**config.mk**
```make
export PLATFORM = sky130hd
export DESIGN_NAME = muldiv_seq_flat
export DESIGN_NICKNAME = d
export VERILOG_FILES = /design/src/rtl/muldiv_seq_if.sv /design/src/rtl/muldiv_seq.sv /design/src/flat_wrapper.sv
export SDC_FILE = /design/constraint.sdc
export NUM_CORES = 1
export LEC_CHECK = 0
export BUFFER_PORTS_ARGS = -buffer_cell sky130_fd_sc_hd__buf_4
export CAP_MARGIN = 20
export CORE_ASPECT_RATIO = 0.9
export CORE_MARGIN = 3
export CORE_UTILIZATION = 30
export DETAILED_ROUTE_END_ITERATION = 10
export PLACE_DENSITY_LB_ADDON = 0.15
export SYNTH_ARGS = -nofsm -noshare
export SYNTH_HDL_FRONTEND = slang
export SYNTH_SLANG_ARGS = --single-unit
```
**constraint.sdc**
```tcl
create_clock -name clk -period 2.9 [get_ports clk]
set_input_delay 0.145 -clock clk [delete_from_list [all_inputs] [get_ports clk]]
set_output_delay 0.145 -clock clk [all_outputs]
set_load 0.02 [all_outputs]
```
**src/rtl/muldiv_seq_if.sv**
```systemverilog
// muldiv_seq_if: request/response channel between instruction issue and the
// shared iterative arithmetic engine.
//   req_valid/req_ready : request handshake (requester -> engine)
//   req_op              : 00 ADD, 01 SUB, 10 MUL, 11 DIV
//   req_a               : 2*WIDTH dividend for DIV, low WIDTH bits otherwise
//   req_b               : second operand / divisor
//   resp_valid/ready    : response handshake (engine -> consumer)
//   resp_lo/resp_hi     : result halves
//   resp_dz/resp_ovf    : divide-by-zero / quotient-overflow flags
interface muldiv_seq_if #(
   parameter int WIDTH = 32
);
   logic                 req_valid;
   logic                 req_ready;
   logic [1:0]           req_op;
   logic [2*WIDTH-1:0]   req_a;
   logic [WIDTH-1:0]     req_b;
   logic                 resp_valid;
   logic                 resp_ready;
   logic [WIDTH-1:0]     resp_lo;
   logic [WIDTH-1:0]     resp_hi;
   logic                 resp_dz;
   logic                 resp_ovf;

   // Requester side: issues operations and consumes results.
   modport master (
      output req_valid, req_op, req_a, req_b, resp_ready,
      input  req_ready, resp_valid, resp_lo, resp_hi, resp_dz, resp_ovf
   );

   // Engine side.
   modport slave (
      input  req_valid, req_op, req_a, req_b, resp_ready,
      output req_ready, resp_valid, resp_lo, resp_hi, resp_dz, resp_ovf
   );
endinterface

```
**src/rtl/muldiv_seq.sv**
```systemverilog
// muldiv_seq: one-at-a-time sequencer for ADD/SUB/MUL/DIV. ADD/SUB and the
// DIV corner cases (divide by zero, quotient overflow) finish on the accept
// edge; MUL (shift-add) and DIV (64/32 restoring) iterate one bit per clock.
// Ports:
//   clk  : rising-edge clock
//   rst  : synchronous active-high reset, aborts any operation in flight
//   bus  : muldiv_seq_if slave modport (request and response channels)
//   busy : high whenever the engine is not idle
module muldiv_seq #(
   parameter int WIDTH = 32,
   parameter int CNT_W = 6
) (
   input  logic           clk,
   input  logic           rst,
   muldiv_seq_if.slave    bus,
   output logic           busy
);

   typedef enum logic [1:0] {IDLE = 2'd0, CALC = 2'd1, DONE = 2'd2} state_t;

   localparam logic [1:0]       OP_ADD = 2'b00;
   localparam logic [1:0]       OP_SUB = 2'b01;
   localparam logic [1:0]       OP_MUL = 2'b10;
   localparam logic [1:0]       OP_DIV = 2'b11;
   localparam logic [CNT_W-1:0] LAST_ITER = CNT_W'(WIDTH - 1);

   state_t             state_r, state_nx_s;
   logic [CNT_W-1:0]   cnt_r, cnt_nx_s;
   logic               is_div_r, is_div_nx_s;
   logic [WIDTH-1:0]   b_r, b_nx_s;
   // hi_r carries one extra bit so the DIV partial remainder fits after its shift.
   logic [WIDTH:0]     hi_r, hi_nx_s;
   logic [WIDTH-1:0]   lo_r, lo_nx_s;
   logic               dz_r, dz_nx_s;
   logic               ovf_r, ovf_nx_s;
   logic               valid_r;
   logic               busy_r;

   logic [WIDTH:0]     add_s;
   logic [WIDTH:0]     sub_s;
   logic [WIDTH:0]     mul_sum_s;
   logic [WIDTH:0]     div_sh_s;
   logic [WIDTH-1:0]   div_qsh_s;
   logic [WIDTH:0]     div_rem_s;
   logic [WIDTH-1:0]   div_q_s;
   logic [WIDTH-1:0]   a_lo_s;
   logic [WIDTH-1:0]   a_hi_s;

   assign a_lo_s = bus.req_a[WIDTH-1:0];
   assign a_hi_s = bus.req_a[2*WIDTH-1:WIDTH];

   // Accept only while idle and not being reset.
   assign bus.req_ready  = (state_r == IDLE) && !rst;
   assign bus.resp_valid = valid_r;
   assign bus.resp_lo    = lo_r;
   assign bus.resp_hi    = hi_r[WIDTH-1:0];
   assign bus.resp_dz    = dz_r;
   assign bus.resp_ovf   = ovf_r;
   assign busy           = busy_r;

   // Single-cycle add/sub and one MUL/DIV step computed from the held state.
   always_comb begin
      add_s     = {1'b0, a_lo_s} + {1'b0, bus.req_b};
      sub_s     = {1'b0, a_lo_s} - {1'b0, bus.req_b};
      // MUL: add b when the current multiplier bit is set; carry lands in bit WIDTH.
      if (lo_r[0]) begin
         mul_sum_s = hi_r + {1'b0, b_r};
      end else begin
         mul_sum_s = hi_r;
      end
      // DIV: shift {R, Q} left, then restore-style compare and subtract.
      div_sh_s  = {hi_r[WIDTH-1:0], lo_r[WIDTH-1]};
      div_qsh_s = {lo_r[WIDTH-2:0], 1'b0};
      if (div_sh_s >= {1'b0, b_r}) begin
         div_rem_s = div_sh_s - {1'b0, b_r};
         div_q_s   = div_qsh_s | {{(WIDTH-1){1'b0}}, 1'b1};
      end else begin
         div_rem_s = div_sh_s;
         div_q_s   = div_qsh_s;
      end
   end

   // Next-state and datapath update for the IDLE/CALC/DONE controller.
   always_comb begin
      state_nx_s  = state_r;
      cnt_nx_s    = cnt_r;
      is_div_nx_s = is_div_r;
      b_nx_s      = b_r;
      hi_nx_s     = hi_r;
      lo_nx_s     = lo_r;
      dz_nx_s     = dz_r;
      ovf_nx_s    = ovf_r;
      case (state_r)
         IDLE: begin
            if (bus.req_valid) begin
               dz_nx_s     = 1'b0;
               ovf_nx_s    = 1'b0;
               cnt_nx_s    = {CNT_W{1'b0}};
               b_nx_s      = bus.req_b;
               is_div_nx_s = 1'b0;
               case (bus.req_op)
                  OP_ADD: begin
                     hi_nx_s    = {{WIDTH{1'b0}}, add_s[WIDTH]};
                     lo_nx_s    = add_s[WIDTH-1:0];
                     state_nx_s = DONE;
                  end
                  OP_SUB: begin
                     hi_nx_s    = {{WIDTH{1'b0}}, sub_s[WIDTH]};
                     lo_nx_s    = sub_s[WIDTH-1:0];
                     state_nx_s = DONE;
                  end
                  OP_MUL: begin
                     hi_nx_s    = {(WIDTH+1){1'b0}};
                     lo_nx_s    = a_lo_s;
                     state_nx_s = CALC;
                  end
                  OP_DIV: begin
                     if (bus.req_b == {WIDTH{1'b0}}) begin
                        hi_nx_s    = {1'b0, a_lo_s};
                        lo_nx_s    = {WIDTH{1'b1}};
                        dz_nx_s    = 1'b1;
                        state_nx_s = DONE;
                     end else if (a_hi_s >= bus.req_b) begin
                        hi_nx_s    = {1'b0, a_lo_s};
                        lo_nx_s    = {WIDTH{1'b1}};
                        ovf_nx_s   = 1'b1;
                        state_nx_s = DONE;
                     end else begin
                        hi_nx_s     = {1'b0, a_hi_s};
                        lo_nx_s     = a_lo_s;
                        is_div_nx_s = 1'b1;
                        state_nx_s  = CALC;
                     end
                  end
                  default: begin
                     state_nx_s = IDLE;
                  end
               endcase
            end else begin
               state_nx_s = IDLE;
            end
         end
         CALC: begin
            if (is_div_r) begin
               hi_nx_s = div_rem_s;
               lo_nx_s = div_q_s;
            end else begin
               hi_nx_s = {1'b0, mul_sum_s[WIDTH:1]};
               lo_nx_s = {mul_sum_s[0], lo_r[WIDTH-1:1]};
            end
            cnt_nx_s = cnt_r + CNT_W'(1);
            if (cnt_r == LAST_ITER) begin
               state_nx_s = DONE;
            end else begin
               state_nx_s = CALC;
            end
         end
         DONE: begin
            if (bus.resp_ready) begin
               state_nx_s = IDLE;
            end else begin
               state_nx_s = DONE;
            end
         end
         default: begin
            state_nx_s = IDLE;
         end
      endcase
   end

   // State, datapath and registered handshake outputs.
   always_ff @(posedge clk) begin
      if (rst) begin
         state_r  <= IDLE;
         cnt_r    <= {CNT_W{1'b0}};
         is_div_r <= 1'b0;
         b_r      <= {WIDTH{1'b0}};
         hi_r     <= {(WIDTH+1){1'b0}};
         lo_r     <= {WIDTH{1'b0}};
         dz_r     <= 1'b0;
         ovf_r    <= 1'b0;
         valid_r  <= 1'b0;
         busy_r   <= 1'b0;
      end else begin
         state_r  <= state_nx_s;
         cnt_r    <= cnt_nx_s;
         is_div_r <= is_div_nx_s;
         b_r      <= b_nx_s;
         hi_r     <= hi_nx_s;
         lo_r     <= lo_nx_s;
         dz_r     <= dz_nx_s;
         ovf_r    <= ovf_nx_s;
         valid_r  <= (state_nx_s == DONE);
         busy_r   <= (state_nx_s != IDLE);
      end
   end

endmodule

```
**src/flat_wrapper.sv**
```systemverilog
// flat-port wrapper written by rule: the top's interface ports become plain ports
module muldiv_seq_flat 
#(
   parameter int WIDTH = 32,
   parameter int CNT_W = 6
)
  (clk, rst, busy, bus_req_valid, bus_req_op, bus_req_a, bus_req_b, bus_resp_ready, bus_req_ready, bus_resp_valid, bus_resp_lo, bus_resp_hi, bus_resp_dz, bus_resp_ovf);
  muldiv_seq_if #(.WIDTH(WIDTH)) bus_i ();
  input  logic clk;
  input  logic rst;
  output logic busy;
  input wire logic [$bits(bus_i.req_valid)-1:0] bus_req_valid;
  input wire logic [$bits(bus_i.req_op)-1:0] bus_req_op;
  input wire logic [$bits(bus_i.req_a)-1:0] bus_req_a;
  input wire logic [$bits(bus_i.req_b)-1:0] bus_req_b;
  input wire logic [$bits(bus_i.resp_ready)-1:0] bus_resp_ready;
  output wire logic [$bits(bus_i.req_ready)-1:0] bus_req_ready;
  output wire logic [$bits(bus_i.resp_valid)-1:0] bus_resp_valid;
  output wire logic [$bits(bus_i.resp_lo)-1:0] bus_resp_lo;
  output wire logic [$bits(bus_i.resp_hi)-1:0] bus_resp_hi;
  output wire logic [$bits(bus_i.resp_dz)-1:0] bus_resp_dz;
  output wire logic [$bits(bus_i.resp_ovf)-1:0] bus_resp_ovf;
  assign bus_i.req_valid = bus_req_valid;
  assign bus_i.req_op = bus_req_op;
  assign bus_i.req_a = bus_req_a;
  assign bus_i.req_b = bus_req_b;
  assign bus_i.resp_ready = bus_resp_ready;
  assign bus_req_ready = bus_i.req_ready;
  assign bus_resp_valid = bus_i.resp_valid;
  assign bus_resp_lo = bus_i.resp_lo;
  assign bus_resp_hi = bus_i.resp_hi;
  assign bus_resp_dz = bus_i.resp_dz;
  assign bus_resp_ovf = bus_i.resp_ovf;
  muldiv_seq #(.WIDTH(WIDTH), .CNT_W(CNT_W)) u_core (.clk(clk), .rst(rst), .bus(bus_i), .busy(busy));
endmodule
```
==> impl_metrics.csv <==
group,metric,value,unit
outcome,outcome,"complete, but fails checks",
outcome,violations,"setup timing",
sta,relSlewSlack,0.3786,
routing,via_per_inst,5.496,
die,dieArea,0.04841,mm^2
synth,synth-edff-count,0,
clocking,numCtsBuffers,9,
final_layout,drive_above_1_share,0.3976,
worst_hold_path,hold_path.class,"in -> reg",
sta,slew_viol_final,0,
pwr,power.density,397.6,mW/mm^2
pwr,leakage,9.232,nW
placement,hpwlAfterDp,54810,um
clocking,htreeDepth,3,
routing,wire_per_inst,22.49,um
routing,ant_nets,0,
critical_path,path_cells,"buf_6, ha_4, buf_6, a211oi_2, o21ai_1, o31a_1, o31a_1, a211oi_2, o31a_2, o21a_4, o21ai_2, xor2_1, a221o_1, nor3b_2",
placement,pre_cts_ws,-972.4,ps
global_routing,grt_max_degree,41,
sta,post-route-worst-setup-slack,-356.4,ps
die,start_util,0.3077,
final_layout,fillers,4468,
global_routing,overflow,0,
critical_path,end_kind,"register",
placement,gp_congestion,0.9537,
sta,fmax,0.3071,GHz
critical_path,critPathBufInv,2,
sta,rsz0062_at_grt,"true",
final_layout,fin_nets,2728,
synth,synthXorXnorAreaFrac,0.05736,
synth,yosys-top-cells-count,"a21oi_1, nand2_1, ha_1",
final_layout,area_delta_synth_final,52.48,%
synth,synth_top_family_by_area,"compound AO/OA/AOI/OAI gates",
critical_path,timing.critical_path.slowest_cell_delay,350,ps
die,rows,73,
clocking,root_buffer,"clkbuf_16",
die,die_y,209.0,um
flow_run,maxCapViolations,0,
synth,netlist_area,0.01374,mm^2
critical_path,crit_path_start_kind,"register",
sta,min_period_over_period,1.123,
synth,yosysTopAreaCellShare,0.1602,
pwr,ir_drop,0.2946,mV
die,core_area,0.04466,mm^2
critical_path,worst_path_max_delay_cell,"o31a_1",
synth,synth_compound_area_frac,0.3285,
synth,netlist.top_cell.by_area,"dfxtp_1",
clocking,cts_tree,"built",
clocking,cts_hold_buf,0,
global_routing,track_usage,0.2702,
synth,syn_inst,1884,
synth,postSynthAreaPerCell,7.294,um^2
routing,drc_errors,0,
routing,vias,16860,
critical_path,critical_path_required,3180,ps
final_layout,stdcell_area,0.02095,mm^2
global_routing,grt_pass1_wl,100300,um
critical_path,arrival,3540,ps
clocking,clock_latency,410,ps
sta,fin_skew,23.32,ps
critical_path,critical-path-top-delay-family,"compound AO/OA/AOI/OAI gates",
synth,synth_ff_type,"dfxtp_1",
routing,drt_iter0_drc,1564,
placement,placement.io_buffers,170,
synth,async_reset_ff_frac,0,
sta,worst_pin_slew,932.2,ps
critical_path,cp_max_fo,3,
synth,synth.most_common_cell,"a21oi_1",
placement,dpl_cell_area,0.01890,mm^2
routing,routed_wl,68990,um
global_routing,antenna_found_initial,1,
sta,hold_violations,0,
clocking,clkSinkCount,110,
die,pin_count,171,
synth,post_synth_and_or_nand_nor_area_fraction,0.1761,
routing,first_pass_iters,9,
synth,yosysSeqAreaShare,0.1602,
critical_path,path_class,"reg -> reg",
synth,ys_types,95,
synth,syn-num-nets,2151,
clocking,clk_pin_slew,90,ps
synth,synth-adder-area-share,0.1524,
synth,yosys-top-cells-area,"dfxtp_1, ha_1, a21oi_1, nand2_1, o21ai_0",
die,die_x,231.6,um
sta,post-route-min-period,3256,ps
clocking,clock_path_buffers,2,
synth,ys_ff_latch,110,
sta,setup_viol,28,
synth,synth_mux_area_frac,0.04298,
synth,synth_warnings,0,
global_routing,grt_pass1_vias,16390,
-- layout make-up --
cell class | instances | area, um^2 | share of cell area
antenna | 2 | 5.005 | 0.0002388
inverter | 115 | 434.2 | 0.02072
sequential | 110 | 2252 | 0.1075
timing repair buffer | 711 | 5599 | 0.2672
clock inverter | 5 | 36.28 | 0.001732
tap | 600 | 750.7 | 0.03583
multi-input combinational | 1514 | 11650 | 0.5559
clock buffer | 10 | 229.0 | 0.01093
-- per-layer routing --
metal | GRT usage | routed length, um | up-vias
met3 | 0.04798 | 4757 | 93
met4 | 0.06815 | 1741 | 0
met5 | 0 | 0 | -
li1 | - | - | 8079
met2 | 0.4339 | 31140 | 613
met1 | 0.3735 | 31360 | 8071
-- repair_timing --
action / CTS / global route
pin swaps: 80 / 80
setup endpoints to repair: 52 / 46
gates cloned: 1 / 1
gates resized for setup: 139 / 162
setup buffers: 23 / 25
-- kinds of logic after synthesis --
kind of cell | count (synthesis)
adders and majority gates | 165
AOI/OAI and AO/OA | 687
and+or+nand+nor | 515
buffers and inverters | 260
muxes | 57
DFF | 110
xor gates and xnor gates | 90
-- through the flow --
| step | hold WS, ps | power [W] | TNS [ps] | instances | util |
|---|---|---|---|---|---|
| 2_1_floorplan | 273.4 | 0.004037 | -12.42 | 1884 | - |
| 3_3_place_gp | 470.7 | 0.006069 | -35850 | 3005 | 0.4233 |
| 3_5_place_dp | 475.2 | 0.006069 | -35870 | 3005 | 0.4233 |
| 4_1_cts | 74.37 | 0.007829 | -3324 | 3041 | 0.4477 |
| 5_1_grt | 110.6 | 0.008775 | -6960 | 3066 | 0.4691 |
| 6_report | 79.42 | 0.008330 | -3747 | 3067 | 0.4691 |
-- worst min-delay path, stage by stage --
cell	delay, ps
buf_4	110
a21oi_1	70
a21oi_1	120
-- cells in the final DEF (no fill, tap or decap), types with 11 or more instances in the layout --
cell | netlist | routed
xnor2_1 | 59 | 57
nor3_1 | 28 | 25
ha_4 | 0 | 29
o21ai_0 | 121 | 94
nor2b_1 | 20 | 16
dfxtp_1 | 110 | 78
o31a_1 | 13 | 13
a21oi_1 | 236 | 207
nor4_1 | 16 | 12
a222oi_1 | 25 | 25
a21o_1 | 28 | 27
o22ai_1 | 21 | 18
nor2_1 | 126 | 117
inv_1 | 114 | 104
buf_4 | 33 | 670
nand2_2 | 0 | 11
a211oi_1 | 17 | 12
dfxtp_2 | 0 | 28
mux2_2 | 16 | 16
mux2i_1 | 41 | 41
o21ai_1 | 13 | 28
o211ai_1 | 40 | 40
xor2_1 | 31 | 30
nand2_1 | 188 | 173
nand2b_1 | 24 | 23
nand4_1 | 21 | 21
a21oi_2 | 1 | 27
o21a_1 | 16 | 16
nand3_1 | 34 | 31
a31oi_1 | 21 | 15
ha_1 | 161 | 129
buf_6 | 1 | 29
o21bai_1 | 16 | 13
o21ai_2 | 3 | 13
-- state kept, by name, indices dropped and copies added, names as in the netlist --
| name | cells |
|---|---|
| u_core.b_r | 32 |
| u_core.bus.resp_lo | 32 |
| u_core.cnt_r | 6 |
| u_core.is_div_r | 1 |
| u_core.bus.resp_dz | 1 |
| u_core.hi_r | 33 |
| u_core.state_r | 2 |
| u_core.bus.resp_valid | 1 |
| u_core.bus.resp_ovf | 1 |
| u_core.busy | 1 |
-- final timing paths --
path	slack, ps	to	cells after the start	from
worst min-delay path	80	u_core.bus.resp_lo[15]	3	bus_req_a[15]
worst min register to register	480	u_core.b_r[20]	2	u_core.b_r[20]
worst max register to register	-360	u_core.hi_r[28]	14	u_core.b_r[0]
worst max-delay path	-360	u_core.hi_r[28]	14	u_core.b_r[0]
-- power breakdown --
group | internal (W) | switching (W)
clock | 0.000584 | 0.000755
sequential | 0.00165 | 0.000178
combinational | 0.00245 | 0.00271
total | 0.00468 | 0.00365
Note: power is estimated with default switching activity, not from simulation.
